### src/rtl/mono_tx_pkg.sv
// Shared constants, word layout, FSM encoding and timestamp encoder for the
// MONOPIX serial hit transmitter emulator.
package mono_tx_pkg;

    localparam int WORD_W = 30;
    localparam int COL_W  = 6;
    localparam int ROW_W  = 8;
    localparam int TS_W   = 8;

    localparam int COL_LSB = 0;
    localparam int ROW_LSB = COL_LSB + COL_W;
    localparam int TE_LSB  = ROW_LSB + ROW_W;
    localparam int LE_LSB  = TE_LSB + TS_W;

    typedef enum logic [3:0] {
        ST_IDLE  = 4'b0001,
        ST_HOLD  = 4'b0010,
        ST_SHIFT = 4'b0100,
        ST_DONE  = 4'b1000
    } tx_state_e;

    function automatic logic [TS_W-1:0] gray_enc(input logic [TS_W-1:0] b);
        return b ^ (b >> 1);
    endfunction

endpackage

### src/rtl/mono_tx_hit_fifo.sv
// Single-clock hit FIFO; the extra pointer bit separates full from empty.
module mono_tx_hit_fifo #(
    parameter int DEPTH = 8,
    parameter int WIDTH = 30
) (
    input  logic             clk,
    input  logic             rst_n,
    input  logic             wr_en,
    input  logic [WIDTH-1:0] wr_data,
    input  logic             rd_en,
    output logic [WIDTH-1:0] rd_data,
    output logic             full,
    output logic             empty
);

    localparam int AW = $clog2(DEPTH);

    logic [AW:0]      wr_ptr_q, wr_ptr_d;
    logic [AW:0]      rd_ptr_q, rd_ptr_d;
    logic [WIDTH-1:0] mem_q [DEPTH];
    logic             wr_fire;
    logic             rd_fire;

    assign empty   = (wr_ptr_q == rd_ptr_q);
    assign full    = (wr_ptr_q[AW] != rd_ptr_q[AW]) &&
                     (wr_ptr_q[AW-1:0] == rd_ptr_q[AW-1:0]);
    assign wr_fire = wr_en & ~full;
    assign rd_fire = rd_en & ~empty;
    assign rd_data = mem_q[rd_ptr_q[AW-1:0]];

    always_comb begin
        wr_ptr_d = wr_ptr_q;
        rd_ptr_d = rd_ptr_q;
        if (wr_fire) wr_ptr_d = wr_ptr_q + (AW+1)'(1);
        if (rd_fire) rd_ptr_d = rd_ptr_q + (AW+1)'(1);
    end

    always_ff @(posedge clk or negedge rst_n) begin
        if (!rst_n) begin
            wr_ptr_q <= '0;
            rd_ptr_q <= '0;
        end else begin
            wr_ptr_q <= wr_ptr_d;
            rd_ptr_q <= rd_ptr_d;
        end
    end

    // Storage needs no reset: emptiness is defined by the pointers alone.
    always_ff @(posedge clk) begin
        if (wr_fire) mem_q[wr_ptr_q[AW-1:0]] <= wr_data;
    end

endmodule

### src/rtl/mono_data_tx.sv
// MONOPIX hit readout emulator: buffers hits, raises TOKEN, and serializes
// one 30-bit word MSB-first on DATA per READ rising edge.
//
// state | meaning
// IDLE  | no word latched; pops FIFO head when FREEZE is low
// HOLD  | word latched, TOKEN high, waiting for READ rising edge
// SHIFT | word being sent, one bit per cycle
// DONE  | word sent, waiting for READ low
module mono_data_tx
    import mono_tx_pkg::*;
#(
    parameter int DEPTH       = 8,
    parameter int GRAY_ENCODE = 1
) (
    input  logic       CLK,
    input  logic       RST_N,
    input  logic       HIT_WR,
    input  logic [5:0] HIT_COL,
    input  logic [7:0] HIT_ROW,
    input  logic [7:0] HIT_LE,
    input  logic [7:0] HIT_TE,
    output logic       HIT_FULL,
    input  logic       FREEZE,
    input  logic       READ,
    output logic       TOKEN,
    output logic       DATA,
    output logic [7:0] LOST_CNT,
    output logic       BUSY
);

    tx_state_e         state_q, state_d;
    logic [WORD_W-1:0] hold_q, hold_d;
    logic [WORD_W-2:0] shift_q, shift_d;
    logic [4:0]        cnt_q, cnt_d;
    logic              data_q, data_d;
    logic              read_q;
    logic [7:0]        lost_q, lost_d;

    logic [TS_W-1:0]   le_enc, te_enc;
    logic [WORD_W-1:0] word_in, fifo_head;
    logic              fifo_full, fifo_empty, pop, read_rise;

    assign le_enc  = (GRAY_ENCODE != 0) ? gray_enc(HIT_LE) : HIT_LE;
    assign te_enc  = (GRAY_ENCODE != 0) ? gray_enc(HIT_TE) : HIT_TE;
    assign word_in = {le_enc, te_enc, HIT_ROW, HIT_COL};

    mono_tx_hit_fifo #(
        .DEPTH (DEPTH),
        .WIDTH (WORD_W)
    ) u_fifo (
        .clk     (CLK),
        .rst_n   (RST_N),
        .wr_en   (HIT_WR),
        .wr_data (word_in),
        .rd_en   (pop),
        .rd_data (fifo_head),
        .full    (fifo_full),
        .empty   (fifo_empty)
    );

    assign read_rise = READ & ~read_q;

    always_comb begin
        lost_d = lost_q;
        if (HIT_WR && fifo_full && (lost_q != 8'hFF)) lost_d = lost_q + 8'd1;
    end

    always_comb begin
        state_d = state_q;
        hold_d  = hold_q;
        shift_d = shift_q;
        cnt_d   = cnt_q;
        data_d  = 1'b0;
        pop     = 1'b0;
        unique case (state_q)
            ST_IDLE: begin
                if (!fifo_empty && !FREEZE) begin
                    pop     = 1'b1;
                    hold_d  = fifo_head;
                    state_d = ST_HOLD;
                end
            end
            ST_HOLD: begin
                if (read_rise) begin
                    shift_d = hold_q[WORD_W-2:0];
                    data_d  = hold_q[WORD_W-1];
                    cnt_d   = 5'd29;
                    state_d = ST_SHIFT;
                end
            end
            ST_SHIFT: begin
                // The MSB is already on DATA; the register keeps the remaining bits.
                if (cnt_q == 5'd0) begin
                    state_d = ST_DONE;
                end else begin
                    data_d  = shift_q[WORD_W-2];
                    shift_d = {shift_q[WORD_W-3:0], 1'b0};
                    cnt_d   = cnt_q - 5'd1;
                end
            end
            ST_DONE: begin
                if (!READ) state_d = ST_IDLE;
            end
            default: state_d = ST_IDLE;
        endcase
    end

    always_ff @(posedge CLK or negedge RST_N) begin
        if (!RST_N) begin
            state_q <= ST_IDLE;
            hold_q  <= '0;
            shift_q <= '0;
            cnt_q   <= '0;
            data_q  <= 1'b0;
            read_q  <= 1'b0;
            lost_q  <= '0;
        end else begin
            state_q <= state_d;
            hold_q  <= hold_d;
            shift_q <= shift_d;
            cnt_q   <= cnt_d;
            data_q  <= data_d;
            read_q  <= READ;
            lost_q  <= lost_d;
        end
    end

    assign TOKEN    = (state_q == ST_HOLD);
    assign BUSY     = (state_q != ST_IDLE);
    assign DATA     = data_q;
    assign LOST_CNT = lost_q;
    assign HIT_FULL = fifo_full;

endmodule

### config.mk
export PLATFORM = sky130hd
export DESIGN_NAME = mono_data_tx
export DESIGN_NICKNAME = d
export VERILOG_FILES = /design/src/rtl/mono_tx_pkg.sv /design/src/rtl/mono_tx_hit_fifo.sv /design/src/rtl/mono_data_tx.sv
export SDC_FILE = /design/constraint.sdc
export NUM_CORES = 1
export LEC_CHECK = 0
export BUFFER_PORTS_ARGS = -buffer_cell sky130_fd_sc_hd__buf_2
export CORE_MARGIN = 2
export CORE_UTILIZATION = 40
export CTS_CLUSTER_SIZE = 28
export DETAILED_ROUTE_END_ITERATION = 12
export GPL_ROUTABILITY_DRIVEN = 0
export SYNTH_ARGS = -nofsm -noshare
export SYNTH_HDL_FRONTEND = slang
export SYNTH_SLANG_ARGS = --single-unit
### constraint.sdc
create_clock -name CLK -period 4.9 [get_ports CLK]
set_clock_uncertainty 0.2 [all_clocks]
set_input_delay 1.47 -clock CLK [delete_from_list [all_inputs] [get_ports CLK]]
set_output_delay 1.47 -clock CLK [all_outputs]
set_load 0.02 [all_outputs]
* Yosys cells after proc, flatten, opt, wreduce, memory -nomap -nowiden
Memory sizes are Yosys's and may differ from the RTL's. A register that Yosys moved wholly into a read port is not among the register bits.
Index checks and enable logic that the tools add are counted.
** Word-level totals
- Register bits :: 56
- Memory bits (writable) :: 240
- Output and inout port bits :: 12
- Memories :: 1
** Operators by class
- $add $sub $neg :: 4
- Eq/ne operators :: 14
- Muxes and demuxes :: 18
- Bitwise gates (word level) :: 8
- Reduce and logical (&&, ||, !) cells :: 12
** Memory list
- u_fifo.mem_q :: words 8, bits a word 30, rd ports 1, clocked after Yosys merged registers in 1, write ports 1, RTL line mono_tx_hit_fifo.sv:20 : logic [WIDTH-1:0] mem_q [DEPTH];
** Operators with widths (number)
- $mux 29 :: 2
- $pmux 29 s2 :: 1
- $mux 4 :: 4
- $pmux 4 s4 :: 1
- $xor 8x7->8 :: 2
- $mux 5 :: 2
- $pmux 5 s2 :: 1
- $add 4x1->4 const B :: 2
- $add 8x1->8 const B :: 1
- $ne 2x2->1 const B :: 4
- $ne 8x8->1 const B :: 1
- $mux 1 :: 6
- $logic_not 5->1 :: 1
- $sub 5x1->5 const B :: 1
- $eq 4x1->1 const B :: 1
- $eq 4x2->1 const B :: 1
- $eq 4x3->1 const B :: 1
- $eq 4x4->1 :: 1
- $eq 4x4->1 const B :: 1
- $logic_and 1x1->1 :: 4
- $ne 4x1->1 const B :: 1
- $reduce_and 4->1 :: 1
- $and 1x1->1 :: 3
- $eq 3x3->1 :: 1
- other kinds (8) :: 12

* Longest topological paths before layout
Gate-level depths: netlist of the first run.
- Depth in word-level cells :: 6
- Depth in mapped cells :: 7

* Cells and area by module
A second synthesis of the first run with hierarchy kept.
** Second synthesis, totals
- Cell total of the unflattened synthesis :: 675
- Area total of the unflattened synthesis :: 13221.4 sq um
** Modules (own cells, without submodules)
- mono_tx_hit_fifo :: times used 1, cells an instance 404, area an instance 9651.8 sq um
- mono_data_tx :: times used 1, cells an instance 271, area an instance 3569.7 sq um

* Worst setup path before layout of the first run
No wires, ideal clock.
- Kind :: input -> register
- Start point :: input port HIT_WR
- End point :: memory u_fifo.mem_q[0][0], enable pin
- Library setup time :: 0.454 ns
- Arrival time :: 3.985 ns
- Data required time :: 4.246 ns
- Path slack :: 0.261 ns
- Stages :: 3
- Buffers on the path :: 1
- Cell sequence :: clkbuf_1 -> nand3b_1 -> nor3_1
** On the way
- Cells in the longest elaborated chain, start to end :: 3
** Ends and longest elaborated chain
- start: declaration :: RTL line mono_data_tx.sv:17 : input logic HIT_WR,
- $and 1x1->1 :: RTL line mono_tx_hit_fifo.sv:27 : assign wr_fire = wr_en & ~full;
- $mux 1 :: RTL line mono_tx_hit_fifo.sv:50 : if (wr_fire) mem_q[wr_ptr_q[AW-1:0]] <= wr_data;
- $mux 1 (implied by the code) :: RTL line mono_tx_hit_fifo.sv:50
- end: declaration :: RTL line mono_tx_hit_fifo.sv:20
No other way between the ends.

* Worst setup path after layout of the first run
- Start point :: register u_fifo.rd_ptr_q[0]
- End point :: output port HIT_FULL
** On the way
- Cells in the longest elaborated chain, start to end :: 2
** Ends and longest elaborated chain
- start: declaration :: RTL line mono_tx_hit_fifo.sv:19 : logic [AW:0] rd_ptr_q, rd_ptr_d;
- start signal: assignment :: RTL line mono_tx_hit_fifo.sv:44 : rd_ptr_q <= rd_ptr_d;
- $eq 3x3->1 :: RTL line mono_tx_hit_fifo.sv:26 : (wr_ptr_q[AW-1:0] == rd_ptr_q[AW-1:0]);
- $logic_and 1x1->1 :: RTL line mono_tx_hit_fifo.sv:25 : assign full = (wr_ptr_q[AW] != rd_ptr_q[AW]) &&
- end: declaration :: RTL line mono_data_tx.sv:22 : output logic HIT_FULL,
No other way between the ends.

==> results of run 1 <==
[worst max-delay path, cell delays in order (launching register included)]
cell and delay, ns:
dfrtp_4 0.67, xnor2_1 0.26, nand4_1 0.44, inv_1 0.15, buf_2 0.18
[cell type report]
| class | count | area share [%] |
|---|---|---|
| Multi-Input combinational cell | 342 | 23.22 |
| Inverter | 8 | 0.2010 |
| Tap cell | 442 | 3.702 |
| Sequential cell | 326 | 62.69 |
| Timing Repair Buffer | 64 | 2.462 |
| Clock inverter | 10 | 0.6198 |
| Clock buffer | 54 | 7.102 |
[kinds of logic (layout without fill, tap and decap cells)]
logic type	count (synthesis)	count (layout)	synth area share [%]
multiplexers	124	124	16.69
adder cells (fa/ha/maj)	4	4	0.3844
AO/OA/AOI/OAI	43	43	2.162
XOR/XNOR	30	30	2.018
buffers and inverters	47	136	1.941
flip-flops	326	326	71.89
AND/OR/NAND/NOR	141	141	4.911
[layout by cell type, fill, tap and decap left out, drive strengths merged, types with 2 or more instances in the layout]
cell / instances
nand3: 4
nand4: 6
buf: 64
mux4: 60
clkinv: 7
nand2: 65
nor2: 39
nor4b: 2
nor4: 6
xor2: 23
or4b: 3
a31oi: 28
o22ai: 2
inv: 10
a21oi: 2
o21ai: 4
dfrtp: 85
ha: 4
mux2: 64
nand3b: 3
nand2b: 4
xnor2: 7
clkbuf: 54
edfxtp: 240
nor3: 5
[through the flow]
step | cells | hold slack, ns
detailed placement | 1182 | 0.2703
global placement | 1182 | 0.2703
floorplan | 715 | 0.2501
global route | 1246 | 0.3132
finish | 1246 | 0.2911
CTS | 1246 | 0.2931
[routing by layer]
metal | wire [microns] | track usage, % | up-vias | part of all wire (%)
met1 | 11200 | 20.61 | 3319 | 46
li1 | - | - | 2896 | -
met3 | 890 | 2.786 | 43 | 3.7
met2 | 11640 | 24.14 | 109 | 48
met4 | 511 | 4.160 | 0 | 2.1
met5 | 0 | 0 | - | 0
[power groups by stage]
stage / sequential (mW) / combinational [mW] / clock (mW)
after floorplan: 3.94 / 2.01 / 0
after CTS: 4.02 / 2.52 / 2.66
after global routing: 4.09 / 2.70 / 2.79
final: 4.01 / 2.45 / 2.60
after detailed placement: 4.07 / 2.51 / 0
after global placement: 4.06 / 2.48 / 0
[worst paths after layout]
path,cells after the start,end,start
worst max-delay path,4,HIT_FULL,u_fifo.rd_ptr_q[0]
worst min-delay path,1,u_fifo.wr_ptr_q[3],u_fifo.wr_ptr_q[3]
worst max register to register,5,u_fifo.mem_q[1][21],u_fifo.rd_ptr_q[0]
worst min register to register,1,u_fifo.wr_ptr_q[3],u_fifo.wr_ptr_q[3]
max in group asynchronous,2,hold_q[19],RST_N
min in group asynchronous,1,LOST_CNT[7],RST_N
[registers in the layout, indices dropped and copies added, names as in the netlist]
register         count
hold_q              30
cnt_q                5
u_fifo.rd_ptr_q      4
DATA                 1
LOST_CNT             8
state_q              4
shift_q             29
read_q               1
u_fifo.mem_q       240
u_fifo.wr_ptr_q      4
[Yosys cell counts]
| master | count | area, sq um |
|---|---|---|
| nor4_1 | 6 | 37.54 |
| nor2_1 | 39 | 146.4 |
| or4b_4 | 1 | 13.76 |
| o22ai_2 | 1 | 12.51 |
| mux4_2 | 60 | 1351 |
| or3_1 | 1 | 6.260 |
| a31oi_1 | 28 | 175.2 |
| nand3b_1 | 3 | 22.52 |
| inv_1 | 8 | 30.03 |
| a22o_1 | 1 | 8.760 |
| or4b_1 | 1 | 10.01 |
| nor3_1 | 5 | 25.02 |
| and3_1 | 1 | 6.260 |
| o22ai_1 | 1 | 6.260 |
| o32ai_1 | 1 | 8.760 |
| buf_2 | 16 | 80.08 |
| a21o_1 | 1 | 7.510 |
| dfrtp_1 | 85 | 2127 |
| o21ai_0 | 4 | 20.02 |
| o21a_1 | 1 | 7.510 |
| nand3_1 | 4 | 20.02 |
| a21boi_0 | 1 | 7.510 |
| and4b_1 | 1 | 10.01 |
| buf_12 | 3 | 60.06 |
| xor2_1 | 23 | 201.4 |
| a21oi_1 | 2 | 10.01 |
| mux2_2 | 37 | 416.7 |
| mux2_4 | 27 | 405.4 |
| or4b_2 | 1 | 10.01 |
| edfxtp_1 | 240 | 7207 |
| clkbuf_1 | 19 | 71.32 |
| nor3b_1 | 1 | 7.510 |
| buf_6 | 1 | 11.26 |
| nand2_1 | 65 | 244.0 |
| dfstp_2 | 1 | 26.28 |
| nand4_1 | 6 | 37.54 |
| a211oi_1 | 1 | 7.510 |
| nand2b_1 | 4 | 25.02 |
| xnor2_1 | 7 | 61.31 |
| ha_1 | 4 | 50.05 |
| a311o_1 | 1 | 10.01 |
| nor4b_1 | 2 | 17.52 |
==> flow_metrics.py, run 1 <==
metrics = {
    "flow_run": {
        "cap_violations": 0,
    },
    "hold_path": {
        "min_path_type": "flop to flop",
    },
    "final_layout": {
        "seq_area_sq_um": 9365,
        "final_core_util_pct": 46.27,
        "layout-drive-gt1-share_pct": 31.72,
        "fill_cells": 2750,
        "antenna_cells": 0,
        "syn2layout_area_growth_pct": 14.74,
        "multi_input_area_sq_um": 3470,
        "nets": 816,
        "postLayoutCellArea_sq_um": 14940,
    },
    "sta": {
        "period_needed_ns": 3.896,
        "setup_tns_ns": 0,
        "setup_ws_ns": 1.004,
        "max_freq_mhz": 256.7,
        "worst_slew_pin_slew_ns": 1.112,
        "rsz0062_at_grt": "false",
        "maxSlewHeadroom_pct": 25.89,
        "finalSetupViolCount": 0,
        "drv_slew": 0,
        "hold_viol": 0,
        "post-route-period-util_pct": 79.51,
    },
    "routing": {
        "wl_per_cell_microns": 19.46,
        "drt_iter0_drc": 375,
        "vias": 6367,
        "totalWireLength_microns": 24240,
        "drt_first_pass_iters": 4,
        "final_antenna_net_count": 0,
        "remaining_drc_errors": 0,
        "viasPerCell": 5.110,
    },
    "floorplanning": {
        "core-area_sq_um": 32290,
        "die_h_microns": 184.4,
        "pin_count": 47,
        "die_area_sq_um": 34010,
        "die_width_microns": 184.4,
        "row_count": 66,
        "initial_core_util_pct": 40.32,
    },
    "placed_design": {
        "dpl_cell_area_sq_um": 13790,
        "post-place-ws_ns": 1.390,
        "dpl.hpwl_microns": 13460,
        "place.port_buffers": 46,
    },
    "run_status": {
        "outcome": "completed",
    },
    "clock_network": {
        "cts-root-buf": "clkbuf_16",
        "clk_path_buf_depth": 3,
        "holdBufCountCts": 0,
        "h-tree-depth": 2,
        "clkSlewWorstSetupHoldPaths_ns": 0.06,
        "cts_tree": "done",
        "cts_resized": 0,
        "clkLatencyLatePin_ns": 0.51,
        "cts_num_sinks": 326,
        "cts_buffers": 35,
        "cts_setup_buffers": 0,
    },
    "logic_synthesis": {
        "yosysSeqAreaShare_pct": 71.89,
        "netlist_instances": 715,
        "synthesis.area_sq_um": 13020,
        "synth_cell_types": 42,
        "syn_avg_cell_area_sq_um": 18.21,
        "syn-num-nets": 754,
        "ys_ff_latch": 326,
        "yosys_warnings": 0,
    },
    "global_routing": {
        "grt_start_max_net_pins": 64,
        "grt_pass1_wl_microns": 38160,
        "antenna_found_initial": 0,
        "grt_pass1_vias": 6642,
        "overflow": 0,
        "track_usage_pct": 14.86,
    },
    "power": {
        "p_int_mw": 6.512,
        "pwr-share-clk_pct": 28.7,
        "p_leak_nw": 5.340,
        "power_density_nw_per_um2": 606.4,
        "p_seq_share_pct": 44.3,
        "swShare_pct": 28.12,
        "netSwitchingPower_mw": 2.547,
        "max-vdd-ir-drop_uv": 320.5,
        "p_total_mw": 9.059,
        "combPwrFrac_pct": 27.1,
    },
    "critical_path": {
        "path_class": "flop to primary output",
        "reg2reg_slack_ns": 1.70,
        "worstPathArrival_ns": 2.23,
        "crit_path_start_kind": "flop",
        "critPathCaptureType": "primary output",
        "required_ns": 3.23,
        "worstPathMaxFanout": 24,
    },
}
(Power assumes the default switching activity.)
==> inputs of run 2 (changes only) <==
==> constraint.sdc (replaced) <==
create_clock -name CLK -period 3.47 [get_ports CLK]
set_clock_uncertainty 0.2 [all_clocks]
set_input_delay 1.041 -clock CLK [delete_from_list [all_inputs] [get_ports CLK]]
set_output_delay 1.041 -clock CLK [all_outputs]
set_load 0.02 [all_outputs]
==> flow_metrics.py, run 2 (synthesis gave the netlist of run 1 again) <==
metrics = {
    "placed_design": {
        "place_inst": 1186,
        "post-place-ws_ns": 0.6270,
        "dpl_cell_area_sq_um": 13930,
        "place.port_buffers": 46,
        "dpl.hpwl_microns": 13670,
    },
    "sta": {
        "period_needed_ns": 3.206,
        "rsz0062_at_grt": "false",
        "maxSlewHeadroom_pct": 34.96,
        "setup_ws_ns": 0.2636,
        "hold_viol": 0,
        "setup_tns_ns": 0,
        "finalSetupViolCount": 0,
        "drv_slew": 0,
        "worst_slew_pin_slew_ns": 0.9756,
        "max_freq_mhz": 311.9,
        "post-route-period-util_pct": 92.40,
    },
    "critical_path": {
        "critPathCaptureType": "primary output",
        "r2r-end": "u_fifo.rd_ptr_q[1]",
        "path_class": "flop to primary output",
        "worstReg2RegStart": "state_q[0]",
        "worstPathArrival_ns": 1.97,
        "required_ns": 2.23,
        "crit_path_start": "state_q[3]",
        "crit_path_start_kind": "flop",
        "reg2reg_slack_ns": 0.71,
        "crit_end": "TOKEN",
        "worstPathMaxFanout": 8,
        "r2r_cells": 4,
    },
    "routing": {
        "route.met2.wl_microns": 11590,
        "drt_iter0_drc": 488,
        "remaining_drc_errors": 0,
        "met1_length_microns": 11380,
        "totalWireLength_microns": 24360,
        "drt_first_pass_iters": 4,
        "vias": 6349,
        "wl_met3_microns": 955,
        "top_layer": "met4",
        "final_antenna_net_count": 0,
        "wl_per_cell_microns": 19.44,
        "viasPerCell": 5.067,
    },
    "floorplanning": {
        "pin_count": 47,
        "row_count": 66,
        "die_h_microns": 184.4,
        "initial_core_util_pct": 40.32,
        "die_width_microns": 184.4,
        "die_area_sq_um": 34010,
        "core-area_sq_um": 32290,
    },
    "final_layout": {
        "stdcell_count": 1253,
        "syn2layout_area_growth_pct": 16.33,
        "layout-drive-gt1-share_pct": 31.89,
        "layout_common_cells": "edfxtp_1 (240), dfrtp_1 (83), nand2_1 (65), mux4_2 (60), buf_2 (45)",
        "largest_reg_flops": 240,
        "final_common_cell": "edfxtp_1",
        "postLayoutCellArea_sq_um": 15150,
        "nets": 821,
    },
    "global_routing": {
        "grt_pass1_wl_microns": 38400,
        "antenna_found_initial": 2,
        "overflow": 0,
        "grt_start_max_net_pins": 64,
        "grt_pass1_vias": 6549,
        "track_usage_pct": 14.97,
    },
    "hold_path": {
        "hold_start": "cnt_q[4]",
        "min_path_type": "flop to flop",
    },
    "power": {
        "p_total_mw": 13.08,
        "netSwitchingPower_mw": 3.623,
        "power_density_nw_per_um2": 863.7,
        "p_leak_nw": 5.418,
        "p_seq_share_pct": 42.8,
        "swShare_pct": 27.70,
        "max-vdd-ir-drop_uv": 684.0,
        "pwr-share-clk_pct": 29.4,
        "p_int_mw": 9.458,
        "combPwrFrac_pct": 27.8,
    },
    "run_status": {
        "outcome": "completed",
    },
    "clock_network": {
        "cts_buffers": 36,
        "h-tree-depth": 2,
        "clkLatencyLatePin_ns": 0.51,
        "cts_tree": "done",
        "cts-root-buf": "clkbuf_16",
        "cts_setup_buffers": 0,
        "holdBufCountCts": 0,
        "cts_resized": 0,
        "clk_path_buf_depth": 3,
        "cts_num_sinks": 326,
        "clkSlewWorstSetupHoldPaths_ns": 0.06,
    },
    "flow_run": {
        "cap_violations": 0,
    },
}
## run 2: critical path, stage by stage, from the launching register on
cell	delay [ns]
dfrtp_1	0.45
or4b_2	0.76
inv_1	0.11
buf_2	0.16
## run 2: area by class of cell
class / count / area [sq um]
Fill cell: 2744 / 17140
Antenna cell: 2 / 5.005
Inverter: 8 / 30.03
Tap cell: 442 / 553.0
Clock buffer: 48 / 988.4
Clock inverter: 17 / 224.0
Multi-Input combinational cell: 342 / 3482
Timing Repair Buffer: 68 / 498.0
Sequential cell: 326 / 9365
## run 2: stage by stage
stage | hold WS [ns] | util, %
floorplan | 0.2501 | -
detailed placement | 0.2687 | 43.14
global placement | 0.2656 | 43.14
CTS | 0.2818 | 46.89
global route | 0.2898 | 46.89
finish | 0.2793 | 46.91
## run 2: metal layers
| metal | vias up | global-route usage (%) |
|---|---|---|
| li1 | 2918 | - |
| met1 | 3270 | 21.05 |
| met3 | 39 | 2.430 |
| met5 | - | 0 |
| met2 | 122 | 24.33 |
| met4 | 0 | 4.096 |
## run 2: power groups by stage
| stage | Clock, mW | Combinational, mW | Sequential (mW) |
|---|---|---|---|
| after CTS | 3.96 | 3.73 | 5.61 |
| after global routing | 4.11 | 3.99 | 5.70 |
| final | 3.85 | 3.63 | 5.60 |
| after global placement | 0 | 3.68 | 5.66 |
| after floorplan | 0 | 2.84 | 5.56 |
| after detailed placement | 0 | 3.71 | 5.68 |
## run 2: how the worst min path moves through the flow
| stage | end | slack, ns | cells after the start |
|---|---|---|---|
| 3_5_place_dp | cnt_q[4] | 0.27 | 1 |
| 6_report | cnt_q[4] | 0.28 | 1 |
| 4_1_cts | cnt_q[4] | 0.28 | 1 |
| 5_1_grt | cnt_q[4] | 0.29 | 1 |
| 2_1_floorplan | shift_q[0] | 0.25 | 2 |
| 3_3_place_gp | cnt_q[4] | 0.27 | 1 |
==> inputs of run 3 (changes only) <==
--- a/config.mk
+++ b/config.mk
@@ -5,12 +5,13 @@
 export SDC_FILE = /design/constraint.sdc
 export NUM_CORES = 1
 export LEC_CHECK = 0
-export BUFFER_PORTS_ARGS = -buffer_cell sky130_fd_sc_hd__buf_2
+export BUFFER_PORTS_ARGS = -buffer_cell sky130_fd_sc_hd__buf_4
 export CORE_MARGIN = 2
 export CORE_UTILIZATION = 40
 export CTS_CLUSTER_SIZE = 28
 export DETAILED_ROUTE_END_ITERATION = 12
 export GPL_ROUTABILITY_DRIVEN = 0
+export PLACE_DENSITY = 0.56
 export SYNTH_ARGS = -nofsm -noshare
 export SYNTH_HDL_FRONTEND = slang
 export SYNTH_SLANG_ARGS = --single-unit
==> flow_metrics.py, run 3 (synthesis gave the netlist of run 1 again) <==
metrics = {
    "run_status": {
        "outcome": "completed",
    },
    "clock_network": {
        "clkLatencyLatePin_ns": 0.51,
        "cts_setup_buffers": 0,
        "cts_resized": 0,
        "cts_num_sinks": 326,
        "h-tree-depth": 2,
        "clk_path_buf_depth": 3,
        "holdBufCountCts": 0,
        "cts_tree": "done",
        "clkSlewWorstSetupHoldPaths_ns": 0.06,
        "cts_buffers": 36,
        "cts-root-buf": "clkbuf_16",
    },
    "critical_path": {
        "path_class": "flop to primary output",
        "r2r_cells": 4,
        "critPathCaptureType": "primary output",
        "required_ns": 2.23,
        "worstPathMaxFanout": 8,
        "crit_path_start_kind": "flop",
        "worstPathArrival_ns": 1.99,
    },
    "sta": {
        "maxSlewHeadroom_pct": 57.09,
        "period_needed_ns": 3.235,
        "drv_slew": 0,
        "worst_slew_pin_slew_ns": 0.6347,
        "max_freq_mhz": 309.1,
        "finalSetupViolCount": 0,
        "hold_viol": 0,
        "post-route-period-util_pct": 93.22,
        "rsz0062_at_grt": "false",
        "hold_ws_ns": 0.2755,
        "setup_tns_ns": 0,
    },
    "routing": {
        "met1_length_microns": 11250,
        "route.met2.wl_microns": 12500,
        "totalWireLength_microns": 25250,
        "top_layer": "met4",
        "wl_per_cell_microns": 20.09,
        "drt_iter0_drc": 449,
        "drt_first_pass_iters": 5,
        "vias": 6461,
        "final_antenna_net_count": 0,
        "remaining_drc_errors": 0,
        "wl_met3_microns": 998,
        "viasPerCell": 5.140,
    },
    "final_layout": {
        "multi_input_area_sq_um": 3482,
        "antenna_cells": 0,
        "final_core_util_pct": 47.02,
        "syn2layout_area_growth_pct": 16.62,
        "postLayoutCellArea_sq_um": 15180,
        "final_common_cell": "edfxtp_1",
        "nets": 826,
        "layout_common_cells": "edfxtp_1 (240), dfrtp_1 (83), buf_4 (70), nand2_1 (65), mux4_2 (60)",
        "fill_cells": 2740,
        "largest_reg_flops": 240,
        "layout-drive-gt1-share_pct": 32.76,
        "seq_area_sq_um": 9365,
    },
    "placed_design": {
        "dpl.hpwl_microns": 14620,
        "place.port_buffers": 46,
        "dpl_cell_area_sq_um": 14020,
    },
    "flow_run": {
        "cap_violations": 0,
    },
    "floorplanning": {
        "die_h_microns": 184.4,
        "die_width_microns": 184.4,
        "pin_count": 47,
        "row_count": 66,
        "core-area_sq_um": 32290,
        "die_area_sq_um": 34010,
        "initial_core_util_pct": 40.32,
    },
    "global_routing": {
        "grt_pass1_vias": 6791,
        "grt_start_max_net_pins": 64,
        "antenna_found_initial": 0,
        "overflow": 0,
        "track_usage_pct": 15.36,
        "grt_pass1_wl_microns": 39370,
    },
    "hold_path": {
        "min_path_type": "input pin to asynchronous set/reset pin",
    },
    "power": {
        "swShare_pct": 28.47,
        "p_leak_nw": 5.437,
        "power_density_nw_per_um2": 856.6,
        "combPwrFrac_pct": 28.4,
        "pwr-share-clk_pct": 28.4,
        "p_total_mw": 13.01,
        "p_seq_share_pct": 43.2,
        "max-vdd-ir-drop_uv": 442.1,
        "p_int_mw": 9.303,
        "netSwitchingPower_mw": 3.703,
    },
}
==> run 3: power groups by stage <==
stage / Clock (mW) / Sequential (mW) / Combinational [mW]
6_report: 3.69 / 5.62 / 3.69
5_1_grt: 3.95 / 5.72 / 4.02
4_1_cts: 3.79 / 5.63 / 3.80
3_5_place_dp: 0 / 5.69 / 3.78
3_3_place_gp: 0 / 5.65 / 3.73
2_1_floorplan: 0 / 5.56 / 2.84
==> run 3: area by class of cell <==
cell class,instances,share of cell area [%]
sequential,326,61.68
multi-input combinational,342,22.93
clock buffer,50,6.749
timing repair buffer,73,3.857
tap,442,3.642
clock inverter,16,0.9394
inverter,8,0.1978
==> run 3: routing by layer <==
| layer | global-route usage [%] | vias to the layer above |
|---|---|---|
| met4 | 4.384 | 0 |
| met3 | 2.529 | 41 |
| li1 | - | 2908 |
| met5 | 0 | - |
| met1 | 20.59 | 3375 |
| met2 | 25.98 | 137 |
==> run 3: path summary, 6_finish.rpt <==
kind	from	endpoint	slack, ns
min in group CLK	cnt_q[4]	cnt_q[4]	0.28
worst max register to register	state_q[0]	hold_q[18]	0.87
worst min register to register	cnt_q[4]	cnt_q[4]	0.28
worst max-delay path	state_q[3]	TOKEN	0.24
worst min-delay path	RST_N	hold_q[8]	0.28
max in group asynchronous	RST_N	state_q[0]	2.14
==> run 3: per-stage QoR <==
stage               setup WS, ns  instances
detailed placement        0.7716       1191
floorplan                0.05725        715
finish                    0.2353       1257
global route              0.1527       1257
global placement          0.7865       1191
CTS                       0.2263       1257
==> run 3: worst max-delay path, stage by stage, from the launching register on <==
cell     delay, ns
dfrtp_1       0.45
or4b_2        0.76
inv_1         0.12
buf_4         0.15
